==> config.mk <==
export PLATFORM = sky130hd
export DESIGN_NAME = id_ex_stage_reg
export DESIGN_NICKNAME = d
export VERILOG_FILES = /design/src/rtl/id_ex_stage_reg.sv
export SDC_FILE = /design/constraint.sdc
export NUM_CORES = 1
export LEC_CHECK = 0
export BUFFER_PORTS_ARGS = -buffer_cell sky130_fd_sc_hd__buf_2
export CAP_MARGIN = 40
export CORE_MARGIN = 3
export CORE_UTILIZATION = 53
export CTS_CLUSTER_SIZE = 40
export DETAILED_ROUTE_END_ITERATION = 8
export GPL_TIMING_DRIVEN = 1
export PLACE_DENSITY = 0.87
export SLEW_MARGIN = 20
export SYNTH_ARGS = -nofsm -noshare
export SYNTH_HDL_FRONTEND = slang
export SYNTH_SLANG_ARGS = --single-unit
==> constraint.sdc <==
create_clock -name clk -period 4.7 [get_ports clk]
set_input_delay 0.47 -clock clk [delete_from_list [all_inputs] [get_ports clk]]
set_output_delay 0.47 -clock clk [all_outputs]
set_load 0.03 [all_outputs]
==> src/rtl/id_ex_stage_reg.sv <==
// ID/EX pipeline register for the five-stage MIPS core.
// Holds decoded operands and control for the EX stage, detects load-use and
// branch-in-ID hazards, inserts bubbles and drives stall to freeze PC and IF/ID.
// Flush squashes the ID instruction; hold freezes the whole stage.
module id_ex_stage_reg (
  input  logic        clk,
  input  logic        rst_n,

  input  logic [4:0]  id_rs,
  input  logic [4:0]  id_rt,
  input  logic [4:0]  id_rd,
  input  logic        id_uses_rs,
  input  logic        id_uses_rt,
  input  logic        id_branch,
  input  logic [31:0] id_rd1,
  input  logic [31:0] id_rd2,
  input  logic [31:0] id_imm,
  input  logic        id_regwrite,
  input  logic        id_memread,
  input  logic        id_memwrite,
  input  logic        id_memtoreg,
  input  logic        id_alusrc,
  input  logic        id_regdst,
  input  logic [3:0]  id_aluop,

  input  logic        flush,
  input  logic        hold,

  output logic [4:0]  ex_rs,
  output logic [4:0]  ex_rt,
  output logic [4:0]  ex_write_reg,
  output logic [31:0] ex_rd1,
  output logic [31:0] ex_rd2,
  output logic [31:0] ex_imm,
  output logic        ex_regwrite,
  output logic        ex_memread,
  output logic        ex_memwrite,
  output logic        ex_memtoreg,
  output logic        ex_alusrc,
  output logic [3:0]  ex_aluop,
  output logic        ex_valid,
  output logic        stall
);

  // RUN: normal operation. STALL2: second bubble of a branch waiting on a load.
  typedef enum logic {
    RUN    = 1'b0,
    STALL2 = 1'b1
  } state_e;

  // Everything the EX slot carries; a bubble is the all-zero value.
  typedef struct packed {
    logic        valid;
    logic [4:0]  rs;
    logic [4:0]  rt;
    logic [4:0]  write_reg;
    logic [31:0] rd1;
    logic [31:0] rd2;
    logic [31:0] imm;
    logic        regwrite;
    logic        memread;
    logic        memwrite;
    logic        memtoreg;
    logic        alusrc;
    logic [3:0]  aluop;
  } ex_slot_t;

  localparam ex_slot_t BUBBLE = '0;

  state_e   state_q, state_d;
  ex_slot_t ex_q, ex_d;
  ex_slot_t id_slot;

  logic ex_dest_live;
  logic src_match;
  logic lu_hit;
  logic bh_hit;

  // Pack the ID instruction into the slot format, resolving the destination.
  always_comb begin
    id_slot           = BUBBLE;
    id_slot.valid     = 1'b1;
    id_slot.rs        = id_rs;
    id_slot.rt        = id_rt;
    id_slot.write_reg = id_regdst ? id_rd : id_rt;
    id_slot.rd1       = id_rd1;
    id_slot.rd2       = id_rd2;
    id_slot.imm       = id_imm;
    id_slot.regwrite  = id_regwrite;
    id_slot.memread   = id_memread;
    id_slot.memwrite  = id_memwrite;
    id_slot.memtoreg  = id_memtoreg;
    id_slot.alusrc    = id_alusrc;
    id_slot.aluop     = id_aluop;
  end

  // Hazard detection against the instruction currently sitting in EX.
  // A bubble carries write_reg 0, and r0 is never a real dependency.
  assign ex_dest_live = ex_q.valid && (ex_q.write_reg != 5'd0);
  assign src_match    = (id_uses_rs && (id_rs == ex_q.write_reg)) ||
                        (id_uses_rt && (id_rt == ex_q.write_reg));
  assign lu_hit       = ex_dest_live && ex_q.memread && src_match;
  assign bh_hit       = id_branch && ex_dest_live && ex_q.regwrite && src_match;

  // Next-state, next slot contents and the Mealy stall output.
  // Priority: flush > hold > hazard > normal capture.
  always_comb begin
    // NOTE: every signal driven here gets a default first, so no path can
    // leave one unassigned and infer a latch.
    state_d = state_q;
    ex_d    = ex_q;
    stall   = 1'b0;

    if (flush) begin
      ex_d    = BUBBLE;
      state_d = RUN;
    end else if (hold) begin
      stall = 1'b1;
    end else begin
      case (state_q)
        RUN: begin
          if (bh_hit && ex_q.memread) begin
            // Branch needs a load result: two bubbles before it is in the RF.
            stall   = 1'b1;
            ex_d    = BUBBLE;
            state_d = STALL2;
          end else if (lu_hit || bh_hit) begin
            stall = 1'b1;
            ex_d  = BUBBLE;
          end else begin
            ex_d = id_slot;
          end
        end
        STALL2: begin
          stall   = 1'b1;
          ex_d    = BUBBLE;
          state_d = RUN;
        end
        default: begin
          ex_d    = BUBBLE;
          state_d = RUN;
        end
      endcase
    end
  end

  // State and EX slot registers with asynchronous reset to RUN / bubble.
  always_ff @(posedge clk or negedge rst_n) begin
    if (!rst_n) begin
      state_q <= RUN;
      ex_q    <= BUBBLE;
    end else begin
      // NOTE: non-blocking assignments so every flop samples pre-edge values.
      state_q <= state_d;
      ex_q    <= ex_d;
    end
  end

  assign ex_valid     = ex_q.valid;
  assign ex_rs        = ex_q.rs;
  assign ex_rt        = ex_q.rt;
  assign ex_write_reg = ex_q.write_reg;
  assign ex_rd1       = ex_q.rd1;
  assign ex_rd2       = ex_q.rd2;
  assign ex_imm       = ex_q.imm;
  assign ex_regwrite  = ex_q.regwrite;
  assign ex_memread   = ex_q.memread;
  assign ex_memwrite  = ex_q.memwrite;
  assign ex_memtoreg  = ex_q.memtoreg;
  assign ex_alusrc    = ex_q.alusrc;
  assign ex_aluop     = ex_q.aluop;

endmodule

==> flow_summary.ini <==
[yosys]
async_reset_ff_share_pct = 100
yosys_warnings = 0
synth_area_um2 = 6190
synthCells = 597
ys_seq_elements = 122
seq_area_frac_synth_pct = 49.3
synth_edf_count = 0
avgSynthCellArea_um2 = 10.4
ys_types = 23
synth_nets = 725
synthFlopType = dfrtp_1

[finish]
seq_area_um2 = 3050
final_common_cell = buf_2
instances_no_fill = 954
layout_common_cells = buf_2, a21oi_1, dfrtp_1
fin_area_um2 = 8130
fillerInstances = 787
syn_to_final_growth_pct = 31.3
drive_above_1_share_pct = 42.2
final_nets = 929
utilization_pct = 73.1
multiInputGateArea_um2 = 2810

[sta]
post-route-period-util_pct = 61.4
setup_violations = 0
fmax_mhz = 347
timing.hold.ws_ns = 0.365
slew_violations = 0
min_period_ns = 2.88
fin_setup_tns_ns = 0
worst_pin_slew_ns = 0.807
max_slew_margin_pct = 46.2
skew_ns = 0.0163
rsz0062_at_grt = false
hold_viol_final = 0

[global_route]
grt.total_usage_pct = 28.6
grt_antenna_before_repair = 1
grt_pass1_vias = 5944
grt_overflow = 0
grt_start_max_net_pins = 75
grt_pass1_wl_um = 30100

[place]
port-buffer-count = 249
placed_cell_area_um2 = 7430
dp_cells = 919
dp_hpwl_um = 12000
gp_congestion = 0.833

[min_path]
whs_path_depth = 3
hold_class = primary input to register

[pwr]
comb_power_share_pct = 18.4
p_sw_share_pct = 28.7
internal_power_uw = 2230
netSwitchingPower_uw = 899
power_density_nw_per_um2 = 385
clock_power_share_pct = 44.4
leakage_uw = 0.00394
peakVddDrop_v = 0.000226
seqPwrFrac_pct = 37.2

[detailed_routing]
vias = 6254
routed_wl_um = 18900
ant_nets = 0
drt-vias-per-instance = 6.56
firstDrtPassIters = 6
drtIter0Drc = 720
drc = 0
wire_per_inst_um = 19.8

[die]
core-area_um2 = 11100
io_pins = 250
die_y_um = 114
die_area_um2 = 13000
num_rows = 38
start_util_pct = 55.6
die_width_um = 114

[clocking]
numCtsBuffers = 17
clock_latency_ns = 0.41
tritoncts = done
htree_num_levels = 4
cts_max_path_buffers = 2
cts.sinks = 122
cts-root-buf = clkbuf_16
clkTransAtPathRegs_ns = 0.05

[worst_setup_path]
critical_path_class = register to output pin
r2r_cells = 5
critPathRequiredTime_ns = 4.23
path_max_fanout = 7
worstSetupEndpointType = output pin
start_kind = register
crit_arrival_ns = 2.41

[status]
status = finished clean

[job]
cap_violations = 0
-- metal layers --
layer	vias to the layer above	wire length, µm	track usage (%)
met2	370	9450	46.3
met3	47	1770	8.19
li1	2779	-	-
met1	3058	7130	36.5
met4	0	515	10.8
met5	-	0	0
-- cells by family (layout without fill, tap and decap cells) --
logic type,count (synthesis),after routing,share of synthesized area (%)
AO/OA/AOI/OAI,369,369,41.5
flip-flops,122,122,49.3
buffers and inverters,80,296,5.94
AND/OR/NAND/NOR,11,11,0.930
XOR/XNOR,10,10,1.42
multiplexers,5,5,0.910
other,0,1,0
-- final timing paths --
path	startpoint	endpoint	slack (ns)
min reg2reg	state_q	state_q	0.56
min in group asynchronous	rst_n	ex_rd2[26]	0.55
min	id_rd1[22]	ex_rd1[22]	0.36
max in group asynchronous	rst_n	ex_rd2[15]	2.90
max	ex_write_reg[3]	stall	1.82
max reg2reg	ex_write_reg[3]	ex_memread	2.25
-- power by group through the flow --
| stage | clock [µW] | sequential [µW] | combinational [µW] |
|---|---|---|---|
| 6_report | 1390 | 1170 | 576 |
| 5_1_grt | 1460 | 1170 | 620 |
| 4_1_cts | 1400 | 1160 | 568 |
| 3_5_place_dp | 0 | 1180 | 563 |
| 3_3_place_gp | 0 | 1180 | 539 |
| 2_1_floorplan | 0 | 1290 | 251 |
-- metrics by stage --
stage | setup WS (ns) | total power, µW
2_1_floorplan | 2.41 | 1540
3_3_place_gp | 2.10 | 1720
3_5_place_dp | 2.01 | 1740
4_1_cts | 1.78 | 3130
5_1_grt | 1.66 | 3250
6_report | 1.82 | 3130
-- repair_timing --
item | CTS | global route
hold buffers | 1 | 0
resized for setup | 0 | 0
hold endpoints to repair | 18 | 0
buffers inserted | 0 | 0
-- synthesized netlist by cell type (3+ instances only) --
library cell	n	area share, %
clkbuf_1	62	3.8
dfrtp_1	122	49
buf_2	9	0.73
mux2_2	5	0.91
buf_6	6	1.1
a31oi_2	40	8.1
a211oi_1	5	0.61
nand4_1	3	0.30
a31oi_1	76	7.7
xnor2_1	10	1.4
a22oi_1	120	15
a21oi_1	123	9.9
buf_4	3	0.36
-- worst max-delay path: stages (launching register included) --
cell       delay (ns)
dfrtp_1          0.46
or4_1            0.61
o21ai_1          0.48
nor3_1           0.14
o2bb2ai_1        0.15
buf_2            0.18
-- final cells by class --
| class | count | share of cell area [%] |
|---|---|---|
| Antenna cell | 1 | 0.0308 |
| Multi-Input combinational cell | 395 | 34.6 |
| Tap cell | 140 | 2.16 |
| Clock inverter | 8 | 1.72 |
| Clock buffer | 23 | 6.00 |
| Sequential cell | 122 | 37.6 |
| Timing Repair Buffer | 265 | 17.9 |
(Power assumes the default switching activity.)
